File: config.mk
export PLATFORM = sky130hd
export DESIGN_NAME = board_scan_ctrl
export DESIGN_NICKNAME = d
export VERILOG_FILES = /design/src/rtl/board_scan_ctrl.sv
export SDC_FILE = /design/constraint.sdc
export NUM_CORES = 1
export LEC_CHECK = 0
export ABC_AREA = 0
export BUFFER_PORTS_ARGS = -buffer_cell sky130_fd_sc_hd__buf_4
export CAP_MARGIN = 20
export CORE_ASPECT_RATIO = 1.75
export CORE_MARGIN = 2
export CORE_UTILIZATION = 40
export DETAILED_ROUTE_END_ITERATION = 7
export PLACE_DENSITY = 0.66
export RECOVER_POWER = 50
export SLEW_MARGIN = 10
export SYNTH_ARGS = -nofsm -noshare
export SYNTH_HDL_FRONTEND = slang
export SYNTH_SLANG_ARGS = --single-unit
File: constraint.sdc
create_clock -name clk -period 2.88 [get_ports clk]
set_clock_uncertainty 0.2 [all_clocks]
set_input_delay 0.288 -clock clk [delete_from_list [all_inputs] [get_ports clk]]
set_output_delay 0.288 -clock clk [all_outputs]
set_load 0.02 [all_outputs]
File: src/rtl/board_scan_ctrl.sv
// board_scan_ctrl: sequencer for the 64-square move-generation array.
//   CLR clears the square registers, LOAD streams piece codes from the board
//   RAM (1-cycle read latency), SETTLE waits for ray/knight propagation and
//   then snapshots the hit flags, SCAN emits hit square indices over
//   valid/ready, and DONE pulses once.
// Build option:
//   SCAN_SKIP_EN  defined   -> SCAN jumps straight to the next set snapshot bit
//                 undefined -> SCAN visits every index, one cycle per index
module board_scan_ctrl #(
   parameter int unsigned NUM_SQ     = 64,
   parameter int unsigned PIECE_W    = 6,
   parameter int unsigned SETTLE_CYC = 8
) (
   input  logic               clk,
   input  logic               clear,
   input  logic               start,
   input  logic               engine_color,
   output logic [5:0]         brd_rd_addr,
   input  logic [PIECE_W-1:0] brd_rd_data,
   output logic               sq_clear,
   output logic [NUM_SQ-1:0]  sq_enable,
   output logic [PIECE_W-1:0] sq_piece,
   output logic               sq_color,
   input  logic [NUM_SQ-1:0]  sq_hit,
   output logic               mv_valid,
   input  logic               mv_ready,
   output logic [5:0]         mv_sq,
   output logic [6:0]         mv_count,
   output logic               busy,
   output logic               done
);

   localparam logic [5:0]    LAST_IDX = 6'(NUM_SQ - 1);
   localparam int unsigned   SET_W    = (SETTLE_CYC > 1) ? $clog2(SETTLE_CYC) : 1;
   localparam logic [SET_W-1:0] SET_LAST = SET_W'(SETTLE_CYC - 1);

   typedef enum logic [2:0] {
      IDLE,
      CLR,
      LOAD,
      SETTLE,
      SCAN,
      DONE
   } state_t;

   state_t              state;
   state_t              state_n;

   logic [5:0]          load_idx;
   logic [SET_W-1:0]    settle_cnt;
   logic [5:0]          scan_idx;
   logic [NUM_SQ-1:0]   snap;

   // Scan lookahead: the square to present this cycle and how SCAN advances
   logic                scan_hit;
   logic [5:0]          scan_pos;
   logic                scan_adv;
   logic                scan_last;
   logic                mv_xfer;
`ifdef SCAN_SKIP_EN
   logic [NUM_SQ-1:0]   remain;
`endif

   // Locate the square to present: next set snapshot bit (skip) or the current index
   always_comb begin
      scan_hit = 1'b0;
      scan_pos = scan_idx;
`ifdef SCAN_SKIP_EN
      remain = snap & ({NUM_SQ{1'b1}} << scan_idx);
      for (int unsigned i = 0; i < NUM_SQ; i++) begin
         if (remain[i] && !scan_hit) begin
            scan_hit = 1'b1;
            scan_pos = 6'(i);
         end
      end
      // No remaining bits ends the scan; otherwise the transfer of the top square does
      scan_last = !scan_hit || (mv_ready && (scan_pos == LAST_IDX));
`else
      scan_hit  = snap[scan_idx];
      scan_last = (scan_idx == LAST_IDX) && (!scan_hit || mv_ready);
`endif
      scan_adv = !scan_hit || mv_ready;
      mv_xfer  = (state == SCAN) && scan_hit && mv_ready;
   end

   // State register
   always_ff @(posedge clk or posedge clear) begin
      if (clear) begin
         state <= IDLE;
      end else begin
         state <= state_n;
      end
   end

   // Next-state logic
   always_comb begin
      state_n = state;
      case (state)
         IDLE:    if (start) state_n = CLR;
         CLR:     state_n = LOAD;
         LOAD:    if (load_idx == LAST_IDX) state_n = SETTLE;
         SETTLE:  if (settle_cnt == SET_LAST) state_n = SCAN;
         SCAN:    if (scan_last) state_n = DONE;
         DONE:    state_n = IDLE;
         default: state_n = IDLE;
      endcase
   end

   // Datapath registers: counters, hit snapshot, latched colour and move count
   always_ff @(posedge clk or posedge clear) begin
      if (clear) begin
         load_idx   <= '0;
         settle_cnt <= '0;
         scan_idx   <= '0;
         snap       <= '0;
         sq_color   <= 1'b0;
         mv_count   <= '0;
      end else begin
         case (state)
            IDLE: begin
               if (start) begin
                  sq_color <= engine_color;
                  mv_count <= '0;
               end
            end
            CLR: begin
               load_idx <= '0;
            end
            LOAD: begin
               load_idx   <= load_idx + 6'd1;
               settle_cnt <= '0;
            end
            SETTLE: begin
               settle_cnt <= settle_cnt + 1'b1;
               if (settle_cnt == SET_LAST) begin
                  snap     <= sq_hit;
                  scan_idx <= '0;
               end
            end
            SCAN: begin
               if (mv_xfer) mv_count <= mv_count + 7'd1;
               if (scan_adv) scan_idx <= scan_pos + 6'd1;
            end
            default: ;
         endcase
      end
   end

   // Output decode from state and counters
   always_comb begin
      brd_rd_addr = '0;
      sq_clear    = 1'b0;
      sq_enable   = '0;
      sq_piece    = '0;
      mv_valid    = 1'b0;
      mv_sq       = '0;
      busy        = 1'b0;
      done        = 1'b0;
      case (state)
         CLR: begin
            busy     = 1'b1;
            sq_clear = 1'b1;
         end
         LOAD: begin
            busy        = 1'b1;
            sq_enable   = {{(NUM_SQ-1){1'b0}}, 1'b1} << load_idx;
            sq_piece    = brd_rd_data;
            // Address runs one ahead of the square being loaded, parking on the last
            brd_rd_addr = (load_idx == LAST_IDX) ? LAST_IDX : load_idx + 6'd1;
         end
         SETTLE: begin
            busy = 1'b1;
         end
         SCAN: begin
            busy     = 1'b1;
            mv_valid = scan_hit;
            mv_sq    = scan_hit ? scan_pos : '0;
         end
         DONE: begin
            busy = 1'b1;
            done = 1'b1;
         end
         default: ;
      endcase
   end

endmodule
# After elaboration in Yosys (flattened, before gate mapping)
# Index checks and enable logic that the tools add are counted.
[totals] inputBits=75 output_inout_bits=94 elab_cells=68 regBits=90
[op_classes] muxes=25 n_lt_le_gt_ge=1 eq_ne=14 reduce_logical=16 addsub=4 shifts=1
[ops] cell="$mux W64" count=1
[ops] cell="$shl A1 B6 Y64 const A" count=1
[ops] cell="$mux W6" count=7
[ops] cell="$pmux W6 S2" count=2
[ops] cell="$pmux W3 S5" count=1
[ops] cell="$mux W7" count=2
[ops] cell="$pmux W7 S2" count=1
[ops] cell="$add A6 B1 Y6 const B" count=2
[ops] cell="$eq A6 B6 Y1 const B" count=2
[ops] cell="$mux W3" count=4
[ops] cell="$ne A2 B2 Y1 const B" count=6
[ops] cell="$eq A3 B3 Y1 const B" count=3
[ops] cell="$reduce_bool A2 Y1" count=4
[ops] cell="$add A7 B1 Y7 const B" count=1
[ops] cell="$lt A6 B7 Y1 const B" count=1
[ops] cell="$bmux W1 S6" count=1
[ops] cell="$eq A3 B2 Y1 const B" count=2
[ops] cell="$pmux W3 S2" count=1
[ops] cell="$reduce_and A3 Y1" count=2
[ops] cell="$mux W1" count=5
[ops] cell="$reduce_or A5 Y1" count=1
[ops] cell="$reduce_and A2 Y1" count=2
[ops] cell="$reduce_and A4 Y1" count=1
[ops] cell="$add A3 B1 Y3 const B" count=1
[ops] cell="5 further kinds" count=7

# Longest topological paths before layout
# Gate-level depths: netlist of run 1.
[depth] word_depth=7 depth_mapped=10 depth_no_buf=8

# Least setup slack after synthesis of run 1
# Ideal clock, no wire load.
[synth_path] path_kind="reg2out" startpoint="register scan_idx[1]" endpoint="output mv_sq[0]" n_path_buf=2 stages_incl_launch_ff=10 arrival_time_ns=2.204 setup_slack_ns=0.188 required_time_ns=2.392 path_cell_list="dfrtp_1 > buf_4 > buf_1 > nand2_1 > a2bb2oi_1 > o211ai_1 > nor4_4 > nor2_4 > inv_2 > and2_1"
[synth_via] elab_chain_cells=4
[synth_rtl] item="start, declared" line="51" rtl="logic [5:0] scan_idx;"
[synth_rtl] item="start signal, assigned" line="142" rtl="if (scan_adv) scan_idx <= scan_pos + 6'd1;"
[synth_rtl] item="$bmux W1 S6" line="79" rtl="scan_hit = snap[scan_idx];"
[synth_rtl] item="$mux W1 (implied by the code)" line="79"
[synth_rtl] item="$mux W6" line="177" rtl="mv_sq = scan_hit ? scan_pos : '0;"
[synth_rtl] item="$mux W6" line="159" rtl="case (state)"
[synth_rtl] item="end, declared" line="27" rtl="output logic [5:0] mv_sq,"
# Every way passes these cells. The select of a mux whose other input is x is not followed.

# Worst setup path after layout of run 1
[layout_path] startpoint="register scan_idx[0]" endpoint="output mv_sq[0]"
[layout_via] elab_chain_cells=4
[layout_rtl] item="$bmux W1 S6" line="79"
[layout_rtl] item="$mux W1 (implied by the code)" line="79"
[layout_rtl] item="$mux W6 (*)" line="177"
[layout_rtl] item="$mux W6 (*)" line="159"
# Every way passes the cells marked *; elsewhere a longest branch is shown, timed or not. The select of a mux whose other input is x is not followed.

==> results.md, run 1 <==
- Global-route wire length before repair: 21.7 mm
- Largest net degree at the start of global routing: 52
- Vias in the first global route: about 4.5k
- Status: finished, violations left
- CP most frequent cell: mux4_2
- Final setup viols: 5
- VDD IR-drop max: 0.359 mV
- Leakage power: around 3.3 nW
- Cell area after synthesis: slightly below 5000 µm²
- Gate Count Post-Synth: 470
- Worst EP arrival: between 2 and 3 ns
- Slew margin rel.: 19.1%
- Via count: ~4.5k
- Register area share after synthesis: between 40% and 50%
- Total wire length: around 14 mm
- Worst Max-Slew Pin Slew: 1.21 ns
- Initial antenna violation count: 0
- Achievable Freq: 0.330 GHz
- Die width: between 80 and 90 µm
- Primary FF master, synth: dfrtp_1
- Number of synthesized flops with an enable pin: 0
- Pre-CTS setup slack: roughly 0.065 ns
- Distinct cells, synth: 52
- Crit-path leading delay family: multiplexers
- Area of the core: 12100 µm²
- Post-Syn Nets: between 500 and 600
- Port bufs: 168
- H-tree depth: 3
- Critical path endpoint category: output pin
- Worst Path Buf+Inv: 3
- Drt drc: 0
- CP cell instances: buf_12 -> mux4_2 -> mux4_2 -> nor2_2 -> a211oi_2 -> nor2_4 -> inv_4 -> and2_1 -> buf_4
- Critical path origin: scan_idx[0]
- Clock latency on the worst-skew pair: between 0.3 and 0.4 ns
- Final Power: 0.00405 W
- Hold_sp: mv_ready
- Placed Cells: approximately 800
- ANT nets after route: 0
- Crit-path max FO: 7
- Fin. Hold Viols: 0
- Failing checks: negative setup slack
- Grt ovf: 0
- CTS Buf Count: 9
- Post-route insts no fill: ~880
- CTS tree: done
- Worst setup margin: -0.152 ns
- R2R Path Start: scan_idx[0]
- CTS sink count: 90
- Global placement routability congestion: around 0.85
- Detailed Route Iter0 Violations: 168
- Slew Limit Fails: 0
- Vias per Instance: approximately 5
- Share of post-route cells with drive strength above 1: 42.0%
- Chip Height: about 150 µm
- Synth Warn #: 0
- Rows: 53
- Mean Syn Cell Area: approximately 11 µm²
- Tcrit/Tclk final: 105%
- Critical path class: register to output pin
- Ant diodes: 0
- Fin crit period: around 3 ns
- Max-cap violation count: 0
- DP HPWL: between 10 and 15 mm
- Nets: about 800
- WP data required: 2.39 ns
- FF+latch count, synth: 90
- Overall Global Routing Usage: roughly a fifth
- Max clock buf depth: 2
- Pwr Density: ~550 nW/µm²
- Post-Route Hold Slack: ~0.14 ns
- Total negative slack: -0.714 ns
- Asr flop ratio synth: between 90% and 100%
- Die area: 13300 µm²
- Clock Tree Root: clkbuf_16
- CTS clock-pin slew for the worst setup and hold paths: approximately 0.060 ns
- Crit path largest cell delay: approximately 0.50 ns
- Drt wl/cell: roughly 16 µm
- RSZ-0062 raised after global routing: true
- CP max-delay cell: mux4_2
- Critical Path Source Type: register
- Initial Utilization: between 40% and 50%
- Drt pass-1 iters: 4
- Ports: about 170
- P&R area growth vs syn: 49.7%
- Hold Crit Class: input port to register
[final timing paths]
kind,endpoint,slack (ns),depth (start not counted)
worst max register to register,mv_count[5],0.08,10
worst max-delay path,mv_sq[0],-0.15,9
max in group asynchronous,scan_idx[1],0.90,4
worst min register to register,settle_cnt[1],0.30,2
min in group asynchronous,snap[57],0.67,4
worst min-delay path,mv_count[2],0.14,3
[area by class of cell]
class / instances / area (µm²)
flip-flops and latches: 90 / 2250
inverters: 8 / 33.8
clock inverters: 6 / 48.8
fillers: 984 / 4640
repair buffers: 262 / 2100
well taps: 165 / 206
clock buffers: 10 / 229
multi-input cells: 340 / 2550
[routing by layer]
layer	global-route usage (%)	routed length, µm	up-vias
li1	-	-	2125
met4	8.48	383	0
met1	20.9	4860	2136
met3	3.38	691	27
met2	41.6	8050	165
met5	0	0	-
[registers in the layout, summed over array words and instances (netlist names)]
signal	count
mv_count	7
sq_color	1
load_idx	6
settle_cnt	3
scan_idx	6
snap	64
state	3
[Yosys cell counts, types with 2 or more instances]
| cell type | n | area (µm²) |
|---|---|---|
| a211oi_1 | 4 | 30.0 |
| a21boi_1 | 2 | 15.0 |
| a21oi_1 | 7 | 35.0 |
| a221o_1 | 2 | 20.0 |
| a22o_1 | 2 | 17.5 |
| a31oi_1 | 2 | 12.5 |
| and2_1 | 11 | 68.8 |
| and3_1 | 4 | 25.0 |
| buf_1 | 4 | 15.0 |
| buf_2 | 2 | 10.0 |
| buf_4 | 4 | 30.0 |
| clkbuf_1 | 21 | 78.8 |
| dfrtp_1 | 90 | 2250 |
| ha_1 | 10 | 125 |
| inv_1 | 7 | 26.3 |
| mux2_2 | 68 | 766 |
| mux2i_1 | 5 | 50.1 |
| mux4_2 | 15 | 338 |
| nand2_1 | 45 | 169 |
| nand2b_1 | 7 | 43.8 |
| nand3_1 | 5 | 25.0 |
| nand4_1 | 4 | 25.0 |
| nor2_1 | 81 | 304 |
| nor2b_1 | 6 | 37.5 |
| nor3_1 | 3 | 15.0 |
| nor3b_1 | 4 | 30.0 |
| o211ai_1 | 5 | 37.5 |
| o21ai_0 | 16 | 80.1 |
| o22ai_1 | 3 | 18.8 |
| o31ai_1 | 3 | 22.5 |
| or2_2 | 3 | 18.8 |
| or3_1 | 5 | 31.3 |
[worst min-delay path: cells and delay by family]
kind	cells	cell delay (ns)
compound gates	2	0.19
buf+inv	1	0.15
[cell usage in the layout (no fill, tap or decap), types with 4 or more instances in the layout]
master,count
buf_4,181
dfrtp_1,88
nor2_1,80
mux2_2,68
dlygate4sd3_1,66
nand2_1,44
o21ai_0,16
mux4_2,15
and2_1,11
clkbuf_1,11
ha_1,10
clkbuf_16,9
nand2b_1,7
nor2b_1,6
inv_1,6
a21oi_1,6
mux2i_1,5
o211ai_1,5
nand3_1,5
nor3b_1,4
or3_1,4
nand4_1,4
a211oi_1,4
and3_1,4
[metrics by stage]
stage	util [%]	area [µm²]
finish	61.5	7430
global placement	53.6	6460
floorplan	-	4960
global route	61.5	7430
CTS	61.9	7470
detailed placement	53.6	6460
[timing repair]
| item | CTS | global route |
|---|---|---|
| setup buffers | 6 | 0 |
| hold buffers | 66 | 0 |
| resized for setup | 5 | 3 |
| setup endpoints to repair | 23 | 27 |
| hold endpoints to repair | 155 | 0 |
| pin swaps | 1 | 1 |
[kinds of logic (layout without fill, tap and decap cells)]
logic type	Yosys count	in the layout	share of synthesized area, %
xor gates and xnor gates	1	1	0.177
AOI/OAI and AO/OA	53	53	7.16
DFF	90	90	45.4
and+or+nand+nor	188	188	18.0
muxes	88	88	23.2
adders and majority gates	10	10	2.52
buffers and inverters	40	286	3.53
[power breakdown]
group | leakage (nW) | switching (W) | internal (W)
clock | 0.138 | 0.000505 | 0.000596
combinational | 2.11 | 0.000850 | 0.000597
sequential | 1.08 | 0.000136 | 0.00137
Note: power is estimated with default switching activity, not from simulation.
==> run 2: changes to the inputs <==
--- a/config.mk
+++ b/config.mk
@@ -6,7 +6,7 @@
 export NUM_CORES = 1
 export LEC_CHECK = 0
 export ABC_AREA = 0
-export BUFFER_PORTS_ARGS = -buffer_cell sky130_fd_sc_hd__buf_4
+export BUFFER_PORTS_ARGS = -buffer_cell sky130_fd_sc_hd__buf_2
 export CAP_MARGIN = 20
 export CORE_ASPECT_RATIO = 1.75
 export CORE_MARGIN = 2
==> results.md, run 2 (synthesis gave the netlist of run 1 again) <==
- Vias in the first global route: 4428 (was 4490)
- Global-route wire length before repair: 21.4 mm (was 21.7 mm)
- Global placement routability congestion: 0.859 (was 0.852)
- CP most frequent cell: mux4_2 (unchanged)
- Worst EP arrival: 2.57 ns (was 2.54 ns)
- Internal Power: 0.00244 W (was 0.00256 W)
- Grt ovf: 0 (unchanged)
- Largest regs: snap x64, mv_count x7 (unchanged)
- Chip Height: 151 µm (unchanged)
- Crit path largest cell delay: 0.50 ns (about the same)
- Die area: 13300 µm² (unchanged)
- Net switching power: 0.00149 W (about the same)
- Largest register by flop count: snap (unchanged)
- VDD IR-drop max: 0.367 mV (was 0.359 mV)
- Critical path endpoint category: output pin (unchanged)
- Failing checks: negative setup slack (unchanged)
- Initial antenna violation count: 0 (unchanged)
- Share of post-route cells with drive strength above 1: 40.9% (was 42.0%)
- Ant diodes: 0 (unchanged)
- Nets: 789 (was 796)
- CTS Buf Count: 9 (unchanged)
- Hold Crit Class: input port to register (unchanged)
- Fill count: 1067 (was 984)
- WP data required: 2.39 ns (about the same)
- FF+latch area: 2250 µm² (about the same)
- Drt drc: 0 (unchanged)
- Area of the core: 12100 µm² (unchanged)
- Final setup viols: 17 (was 5)
- Most frequent cells in the layout: buf_2, dfrtp_1, nor2_1, mux2_2, dlygate4sd3_1 (was buf_4, dfrtp_1, nor2_1, mux2_2, dlygate4sd3_1)
- Crit-path max FO: 7 (unchanged)
- Post-route insts no fill: 874 (was 881)
- CTS sink count: 90 (unchanged)
- Total negative slack: -1.02 ns (was -0.714 ns)
- Via count: 4447 (was 4453)
- Drt pass-1 iters: 5 (was 4)
- Die width: 88.2 µm (unchanged)
- Critical Path Source Type: register (unchanged)
- Largest net degree at the start of global routing: 91 (was 52)
- Slew Limit Fails: 0 (unchanged)
- Fin. Hold Viols: 0 (unchanged)
- Overall Global Routing Usage: 20.8% (was 21.1%)
- Clock share of power: 28.0% (was 27.2%)
- Max-cap violation count: 0 (unchanged)
- Total wire length: 13.8 mm (was 14.0 mm)
- DP HPWL: 10.1 mm (was 10.5 mm)
- Max clock buf depth: 2 (unchanged)
- Placed Cells: 789 (was 793)
- Worst setup margin: -0.173 ns (was -0.152 ns)
- Port bufs: 168 (unchanged)
- Largest register FFs: 64 (unchanged)
- Vias per Instance: 5.09 (was 5.05)
- Critical path class: register to output pin (unchanged)
- Final Util: 58.0% (was 61.5%)
- Status: finished, violations left (unchanged)
- Area occupied by multi-input gates: 2560 µm² (was 2550 µm²)
- CTS clock-pin slew for the worst setup and hold paths: 0.06 ns (about the same)
- Initial Utilization: 41.1% (unchanged)
- RSZ-0062 raised after global routing: true (unchanged)
- Pwr Density: 560 nW/µm² (was 545 nW/µm²)
- Drt wl/cell: 15.8 µm (was 15.9 µm)
- CP cell instances: buf_12 -> mux4_2 -> mux4_2 -> nor2_2 -> a211oi_2 -> nor2_4 -> inv_4 -> and2_1 -> buf_4 (unchanged)
- Achievable Freq: 0.327 GHz (was 0.330 GHz)
- CP max-delay cell: mux4_2 (unchanged)
- Power share of the combinational group: 33.5% (was 35.7%)
- Fin crit period: 3.05 ns (was 3.03 ns)
- Rows: 53 (unchanged)
- ANT nets after route: 0 (unchanged)
- Ports: 169 (unchanged)
- Detailed Route Iter0 Violations: 159 (was 168)
- Pre-CTS setup slack: 0.0457 ns (was 0.0652 ns)
- Worst Max-Slew Pin Slew: 1.22 ns (was 1.21 ns)
- H-tree depth: 3 (unchanged)
- P&R area growth vs syn: 41.1% (was 49.7%)
- Clock Tree Root: clkbuf_16 (unchanged)
- CTS tree: done (unchanged)
- Tcrit/Tclk final: 106% (was 105%)
- Slew margin rel.: 18.8% (was 19.1%)
- Sequential power share: 38.5% (was 37.1%)
- Switching share of power: 37.9% (was 36.8%)
- Leakage power: 3.21 nW (was 3.33 nW)
- Clock latency on the worst-skew pair: 0.34 ns (about the same)
- Commonest non-fill, non-tap cell in the layout: buf_2 (was buf_4)
-- run 2: changes by cell type in the layout (fill, tap and decap cells not counted), sizes merged --
cell | previous run | this run
dlygate4sd3 | 66 | 65
clkinvlp | 1 | 4
clkbuf | 24 | 28
buf | 182 | 172
inv | 10 | 9
clkinv | 3 | 1
-- run 2: stage by stage --
stage	hold WS [ns]	power, W	area, µm²
floorplan	0.238	0.00235	4960
global placement	0.222	0.00273	6040
detailed placement	0.231	0.00276	6040
CTS	0.00152	0.00395	7000
global route	0.0102	0.00414	7000
finish	0.00324	0.00392	7000
-- run 2: timing repair --
item,in CTS,in global routing
resized for setup,8,6
buffers inserted,4,0
endpoints found under the setup margin,23,41
pin swaps,1,1
hold endpoints to repair,152,2
hold buffers,63,2
-- run 2: routing by layer --
metal  global-route usage (%)  vias up  share of wire (%)
li1                         -     2107                  -
met1                     21.0     2141                 35
met2                     41.1      179                 58
met3                     3.54       20                4.7
met4                     7.35        0                2.1
met5                        0        -                  0
-- run 2: path summary, 6_finish.rpt --
kind	from	to	slack (ns)	cells after the start
max	scan_idx[0]	mv_sq[3]	-0.17	9
min	sq_hit[56]	snap[56]	0.003	2
max reg2reg	scan_idx[1]	mv_count[5]	0.11	8
min reg2reg	settle_cnt[2]	settle_cnt[2]	0.30	2
max in group asynchronous	clear	scan_idx[1]	0.92	4
min in group asynchronous	clear	snap[0]	0.71	4
-- run 2: layout make-up --
cell class	count	area share (%)
Sequential cell	90	32.2
Clock inverter	6	0.697
Inverter	8	0.482
Tap cell	165	2.95
Timing Repair Buffer	255	23.8
Clock buffer	10	3.27
Multi-Input combinational cell	340	36.6
-- run 2: critical path, delay by kind of cell (launching register included) --
| family | cells | cell delay [ns] |
|---|---|---|
| AOI/OAI and AO/OA | 1 | 0.07 |
| buffers and inverters | 3 | 0.36 |
| DFF | 1 | 0.39 |
| muxes | 2 | 1.00 |
| and+or+nand+nor | 3 | 0.41 |
-- run 2: power by group through the flow --
stage,Sequential [W],Combinational [W],Clock (W)
2_1_floorplan,0.00146,0.000889,0
3_3_place_gp,0.00152,0.00121,0
3_5_place_dp,0.00153,0.00124,0
4_1_cts,0.00150,0.00132,0.00113
5_1_grt,0.00153,0.00143,0.00118
6_report,0.00151,0.00131,0.00110
